<file path="src/rtl/serial_add_ctrl.sv">
// Bit-serial adder/subtractor controller: one full-adder bit per clock, LSB first,
// with a one-cycle done pulse and result/flag registers held until the next completion.
module serial_add_ctrl #(
  parameter int WIDTH = 16
) (
  input  logic             clk,
  input  logic             rst_n,
  input  logic             start,
  input  logic             sub,
  input  logic [WIDTH-1:0] a,
  input  logic [WIDTH-1:0] b,
  output logic             busy,
  output logic             done,
  output logic [WIDTH-1:0] sum,
  output logic             carry_out,
  output logic             overflow
);

  localparam int             CW   = $clog2(WIDTH);
  localparam logic [CW-1:0]  LAST = CW'(WIDTH - 1);

  typedef enum logic [1:0] {
    IDLE = 2'd0,
    RUN  = 2'd1,
    DONE = 2'd2
  } state_e;

  state_e           state_q, state_d;
  logic [WIDTH-1:0] a_q, a_d;
  logic [WIDTH-1:0] b_q, b_d;
  logic [WIDTH-1:0] res_q, res_d;
  logic [WIDTH-1:0] sum_q, sum_d;
  logic [CW-1:0]    cnt_q, cnt_d;
  logic             c_q, c_d;
  logic             co_q, co_d;
  logic             ov_q, ov_d;

  logic             s_bit;
  logic             c_nxt;
  logic [WIDTH-1:0] res_shift;

  // Single full-adder slice shared by every bit position.
  assign s_bit     = a_q[0] ^ b_q[0] ^ c_q;
  assign c_nxt     = (a_q[0] & b_q[0]) | (a_q[0] & c_q) | (b_q[0] & c_q);
  assign res_shift = {s_bit, res_q[WIDTH-1:1]};

  always_comb begin
    // NOTE: every signal gets a default first so no path through the case infers a latch.
    state_d = state_q;
    a_d     = a_q;
    b_d     = b_q;
    res_d   = res_q;
    sum_d   = sum_q;
    cnt_d   = cnt_q;
    c_d     = c_q;
    co_d    = co_q;
    ov_d    = ov_q;

    case (state_q)
      IDLE: begin
        if (start) begin
          // Subtraction is a + ~b + 1: invert B and seed the carry with 1.
          a_d     = a;
          b_d     = b ^ {WIDTH{sub}};
          c_d     = sub;
          cnt_d   = '0;
          state_d = RUN;
        end
      end
      RUN: begin
        res_d = res_shift;
        a_d   = a_q >> 1;
        b_d   = b_q >> 1;
        c_d   = c_nxt;
        if (cnt_q == LAST) begin
          sum_d   = res_shift;
          co_d    = c_nxt;
          ov_d    = c_q ^ c_nxt;
          state_d = DONE;
        end else begin
          cnt_d = cnt_q + CW'(1);
        end
      end
      DONE:    state_d = IDLE;
      default: state_d = IDLE;
    endcase
  end

  // NOTE: state registers use non-blocking assignments so every flop samples pre-edge values.
  always_ff @(posedge clk or negedge rst_n) begin
    if (!rst_n) begin
      state_q <= IDLE;
      a_q     <= '0;
      b_q     <= '0;
      res_q   <= '0;
      sum_q   <= '0;
      cnt_q   <= '0;
      c_q     <= 1'b0;
      co_q    <= 1'b0;
      ov_q    <= 1'b0;
    end else begin
      state_q <= state_d;
      a_q     <= a_d;
      b_q     <= b_d;
      res_q   <= res_d;
      sum_q   <= sum_d;
      cnt_q   <= cnt_d;
      c_q     <= c_d;
      co_q    <= co_d;
      ov_q    <= ov_d;
    end
  end

  assign busy      = (state_q == RUN);
  assign done      = (state_q == DONE);
  assign sum       = sum_q;
  assign carry_out = co_q;
  assign overflow  = ov_q;

endmodule
</file>
<file path="config.mk">
export PLATFORM = sky130hd
export DESIGN_NAME = serial_add_ctrl
export DESIGN_NICKNAME = d
export VERILOG_FILES = /design/src/rtl/serial_add_ctrl.sv
export SDC_FILE = /design/constraint.sdc
export NUM_CORES = 1
export LEC_CHECK = 0
export CAP_MARGIN = 20
export CORE_ASPECT_RATIO = 1.4
export CORE_MARGIN = 2
export CORE_UTILIZATION = 55
export CTS_BUF_LIST = sky130_fd_sc_hd__clkbuf_8
export CTS_CLUSTER_DIAMETER = 60
export DETAILED_ROUTE_END_ITERATION = 16
export PLACE_DENSITY = 0.82
export SETUP_SLACK_MARGIN = 0.5
export SYNTH_ARGS = -nofsm -noshare
export SYNTH_HDL_FRONTEND = slang
export SYNTH_SLANG_ARGS = --single-unit
</file>
<file path="constraint.sdc">
create_clock -name clk -period 3.4 [get_ports clk]
set_input_delay 0.68 -clock clk [delete_from_list [all_inputs] [get_ports clk]]
set_output_delay 0.68 -clock clk [all_outputs]
set_load 0.05 [all_outputs]
</file>
### Word-level counts from Yosys, hierarchy flattened

Cells that the tools add are included.
Widths: inputs -> output; s select.

* word-level logic and storage cells: 43
* register bits after elaboration: 73
* bits of input ports: 36

* reduce and logical (&&, ||, !) cells: 6
* equal/unequal tests: 6
* bitwise operators: 9
* add/subtract/negate cells: 1
* muxes and demuxes: 12

Operators by type and width (count)
* $pmux 16 s2: 2
* $mux 16: 2
* $xor 16x16->16: 1
* $mux 4: 2
* $pmux 4 s2: 1
* $reduce_and 2->1: 3
* $add 4x1->4 const B: 1
* $eq 4x4->1 const B: 1
* $mux 2: 2
* $ne 2x2->1 const B: 2
* $pmux 2 s2: 1
* $and 1x1->1: 3
* $reduce_and 3->1: 1
* $xor 1x1->1: 3
* $eq 2x1->1 const B: 1
* $eq 2x2->1 const B: 1
* $logic_not 2->1: 1
* $ne 2x1->1 const B: 1
* $or 1x1->1: 2
* $pmux 1 s2: 1
* $reduce_bool 2->1: 1
* $mux 1: 1

### Depth between registers and ports, before layout

* word-level depth: 4
* mapped depth: 6
* depth with buffers taken out: 4

### Least setup slack after synthesis

No wires, ideal clock.

* path kind: register to output
* start: register state_q[1]
* end: output done
* cell stages (with the launch flop): 4
* data required time: 2.720 ns
* buffers on the path: 1
* setup slack: 1.375 ns
* arrival: 1.345 ns
* cells stage by stage: dfrtp_1 > inv_1 > clkbuf_1 > nor2_1

* cells in the longest elaborated chain, start to end: 1

RTL lines
* from (decl): line 28 `state_e state_q, state_d;`
* from (signal assigned): line 102 `state_q <= state_d;`
* $eq 2x2->1: line 115 `assign done = (state_q == DONE);`
* to (decl): line 13 `output logic done,`

Every way passes these cells.

### Final worst setup path

* start: register state_q[1]
* end: output busy

* cells in the longest elaborated chain, start to end: 1

RTL lines
* $eq 2x1->1: line 114 `assign busy = (state_q == RUN);`
* to (decl): line 12 `output logic busy,`

Every way passes these cells.

==> results.json <==
{
  "worstSetupStartpointType": "flop",
  "finalHoldViolations": 0,
  "synth_seq_area_share_pct": 55.8,
  "dr.first_iter.drc_count": 244,
  "final_max_slew_viol_count": 0,
  "grt_first_pass_wirelength_um": 11200,
  "hold_slack_ns": 0.417,
  "synthesis.nets": 342,
  "p_comb_share_pct": 40.5,
  "max_freq_mhz": 370,
  "grt-ovfl-total": 0,
  "post_cts_buffers": 0,
  "setup_tns_ns": 0,
  "clock_latency_ns": 0.35,
  "syn_area_um2": 3230,
  "crit_start": "state_q[1]$_DFFE_PN0P_",
  "vias_per_cell": 5.88,
  "cts_buffer_depth": 2,
  "ir_drop_mv": 0.470,
  "ys_ff_latch": 72,
  "p_sw_share_pct": 40.4,
  "nets": 392,
  "intPower_mw": 2.17,
  "syn_inst": 304,
  "wl_per_cell_um": 15.8,
  "p_per_area_nw_per_um2": 909,
  "crit_end": "busy",
  "vias": 2517,
  "hold_buffers": 0,
  "cp_max_fo": 25,
  "synth_area_per_cell_um2": 10.6,
  "p_switching_mw": 1.47,
  "reg2reg_to": "carry_out$_DFFE_PN0P_",
  "drt-pass1-iter-count": 4,
  "yosys_warnings": 0,
  "core_um2": 5780,
  "synth_edf_count": 0,
  "final.min_clock_period_ns": 2.70,
  "yosysTopAreaCell": "dfrtp_1",
  "first_global_vias": 2433,
  "synthDistinctLibCells": 26,
  "place_hpwl_um": 4360,
  "portBuffers": 55,
  "worstHoldPathType": "in -> async",
  "skew_ns": 0.00767,
  "ctsResizeCount": 0,
  "worst_ep_arrival_time_ns": 2.02,
  "ys_top_cells_by_area": "dfrtp_1 (56%), o22ai_1 (12%), nand2_1 (5.7%)",
  "grt_max_degree": 51,
  "p_seq_share_pct": 41.7,
  "r2r_setup_slack_ns": 1.22,
  "endpoint_kind": "primary output",
  "synth.top_cell.area_share_pct": 55.8,
  "finalCritPeriodShare_pct": 79.5,
  "worstMarginPinSlew_ns": 0.996,
  "leakagePower_nw": 1.76,
  "cts_tree": "done",
  "clkPwrFrac_pct": 17.8,
  "track_usage_pct": 23.0,
  "setup_violations": 0,
  "cts_max_level": 3,
  "rows": 33,
  "synthArstFlopShare_pct": 100,
  "antenna_left": 0,
  "worstPathRequired_ns": 2.72,
  "worstSetupPathType": "reg -> out",
  "drcViolationCount": 0,
  "wl_um": 6770,
  "clk_pin_slew_ns": 0.08,
  "rsz0062_at_grt": "false",
  "die_h_um": 94.6,
  "cts_sinks": 72,
  "antenna_found_initial": 0,
  "cap_violations": 0,
  "layout_commonest_cell": "dfrtp_1",
  "drive_gt1_share_pct": 12.0,
  "synth_ff_type": "dfrtp_1",
  "status": "complete, no violations",
  "n_antenna_cell": 0,
  "timing.slew.headroom_pct": 33.6,
  "start_util_pct": 55.8,
  "die_w_um": 68.8,
  "layout_common_cells": "dfrtp_1 (72), o22ai_1 (63), clkdlybuf4s50_1 (54)",
  "area_delta_synth_final_pct": 23.9,
  "root_buffer": "clkbuf_8",
  "worstReg2RegStart": "state_q[1]$_DFFE_PN0P_",
  "numCtsBuffers": 9,
  "ff2ff_path_depth": 3,
  "gp_congestion": 0.781,
  "dieArea_um2": 6510,
  "ios": 56
}
metrics by stage:
stage | area [um^2] | std cells | setup slack, ns | power (mW) | util [%]
after floorplan | 3230 | 304 | 1.38 | 2.54 | -
after global placement | 3800 | 412 | 0.927 | 2.92 | 65.8
after detailed placement | 3800 | 412 | 0.884 | 3.00 | 65.8
after CTS | 3990 | 427 | 0.522 | 3.64 | 69.0
after global routing | 4000 | 428 | 0.576 | 3.88 | 69.2
final | 4000 | 428 | 0.697 | 3.63 | 69.2
kinds of logic after synthesis:
family                   share of synthesized area (%)
XOR/XNOR                                          4.61
adder cells (fa/ha/maj)                           1.01
AO/OA/AOI/OAI                                     18.6
multiplexers                                      7.95
buffers and inverters                             4.19
AND/OR/NAND/NOR                                   7.83
flip-flops                                        55.8
state kept, by name (all words and copies together), names as in the netlist:
register   flops
state_q        2
cnt_q          4
a_q           16
carry_out      1
overflow       1
b_q           16
res_q         15
sum           16
c_q            1
how the worst min path moves through the flow:
stage,from,end,cells past startpoint
6_report,rst_n,sum[10]$_DFFE_PN0P_,1
5_1_grt,rst_n,sum[10]$_DFFE_PN0P_,1
4_1_cts,rst_n,sum[1]$_DFFE_PN0P_,1
3_5_place_dp,res_q[14]$_DFFE_PN0P_,res_q[13]$_DFFE_PN0P_,2
3_3_place_gp,res_q[1]$_DFFE_PN0P_,res_q[1]$_DFFE_PN0P_,2
2_1_floorplan,rst_n,a_q[0]$_DFFE_PN0P_,0
cell usage after synthesis (3+ instances only):
cell type / count
a21oi_1: 34
dfrtp_1: 72
mux2_2: 9
o22ai_1: 63
buf_2: 3
clkbuf_1: 19
mux2_4: 9
inv_1: 6
xor2_1: 16
nand2_1: 49
routing by layer:
layer / vias up / wire length, um / share of wire (%) / track usage, %
met4: 0 / 121 / 1.8 / 9.64
met2: 60 / 3590 / 53 / 37.1
met1: 1243 / 2810 / 41 / 29.7
met5: - / 0 / 0 / 0
met3: 12 / 248 / 3.7 / 4.89
li1: 1202 / - / - / -
power groups by stage:
stage	clock network, mW	registers (mW)	logic, mW
floorplan	0	1.76	0.784
global placement	0	1.51	1.42
detailed placement	0	1.53	1.46
CTS	0.656	1.52	1.47
global route	0.695	1.57	1.62
finish	0.647	1.52	1.47
area by class of cell:
cell class | instances | area (um^2)
clock buffers | 9 | 124
clock inverters | 6 | 61.3
fillers | 455 | 1780
inverters | 7 | 26.3
multi-input cells | 202 | 1300
flip-flops and latches | 72 | 1800
well taps | 70 | 87.6
repair buffers | 62 | 598
critical path, stage by stage, from the launching register on:
cell	delay, ns
dfrtp_1	0.45
nand2b_4	0.31
clkinv_1	0.11
clkdlybuf4s50_1	0.80
No activity file was read; power rests on OpenSTA's default activity.
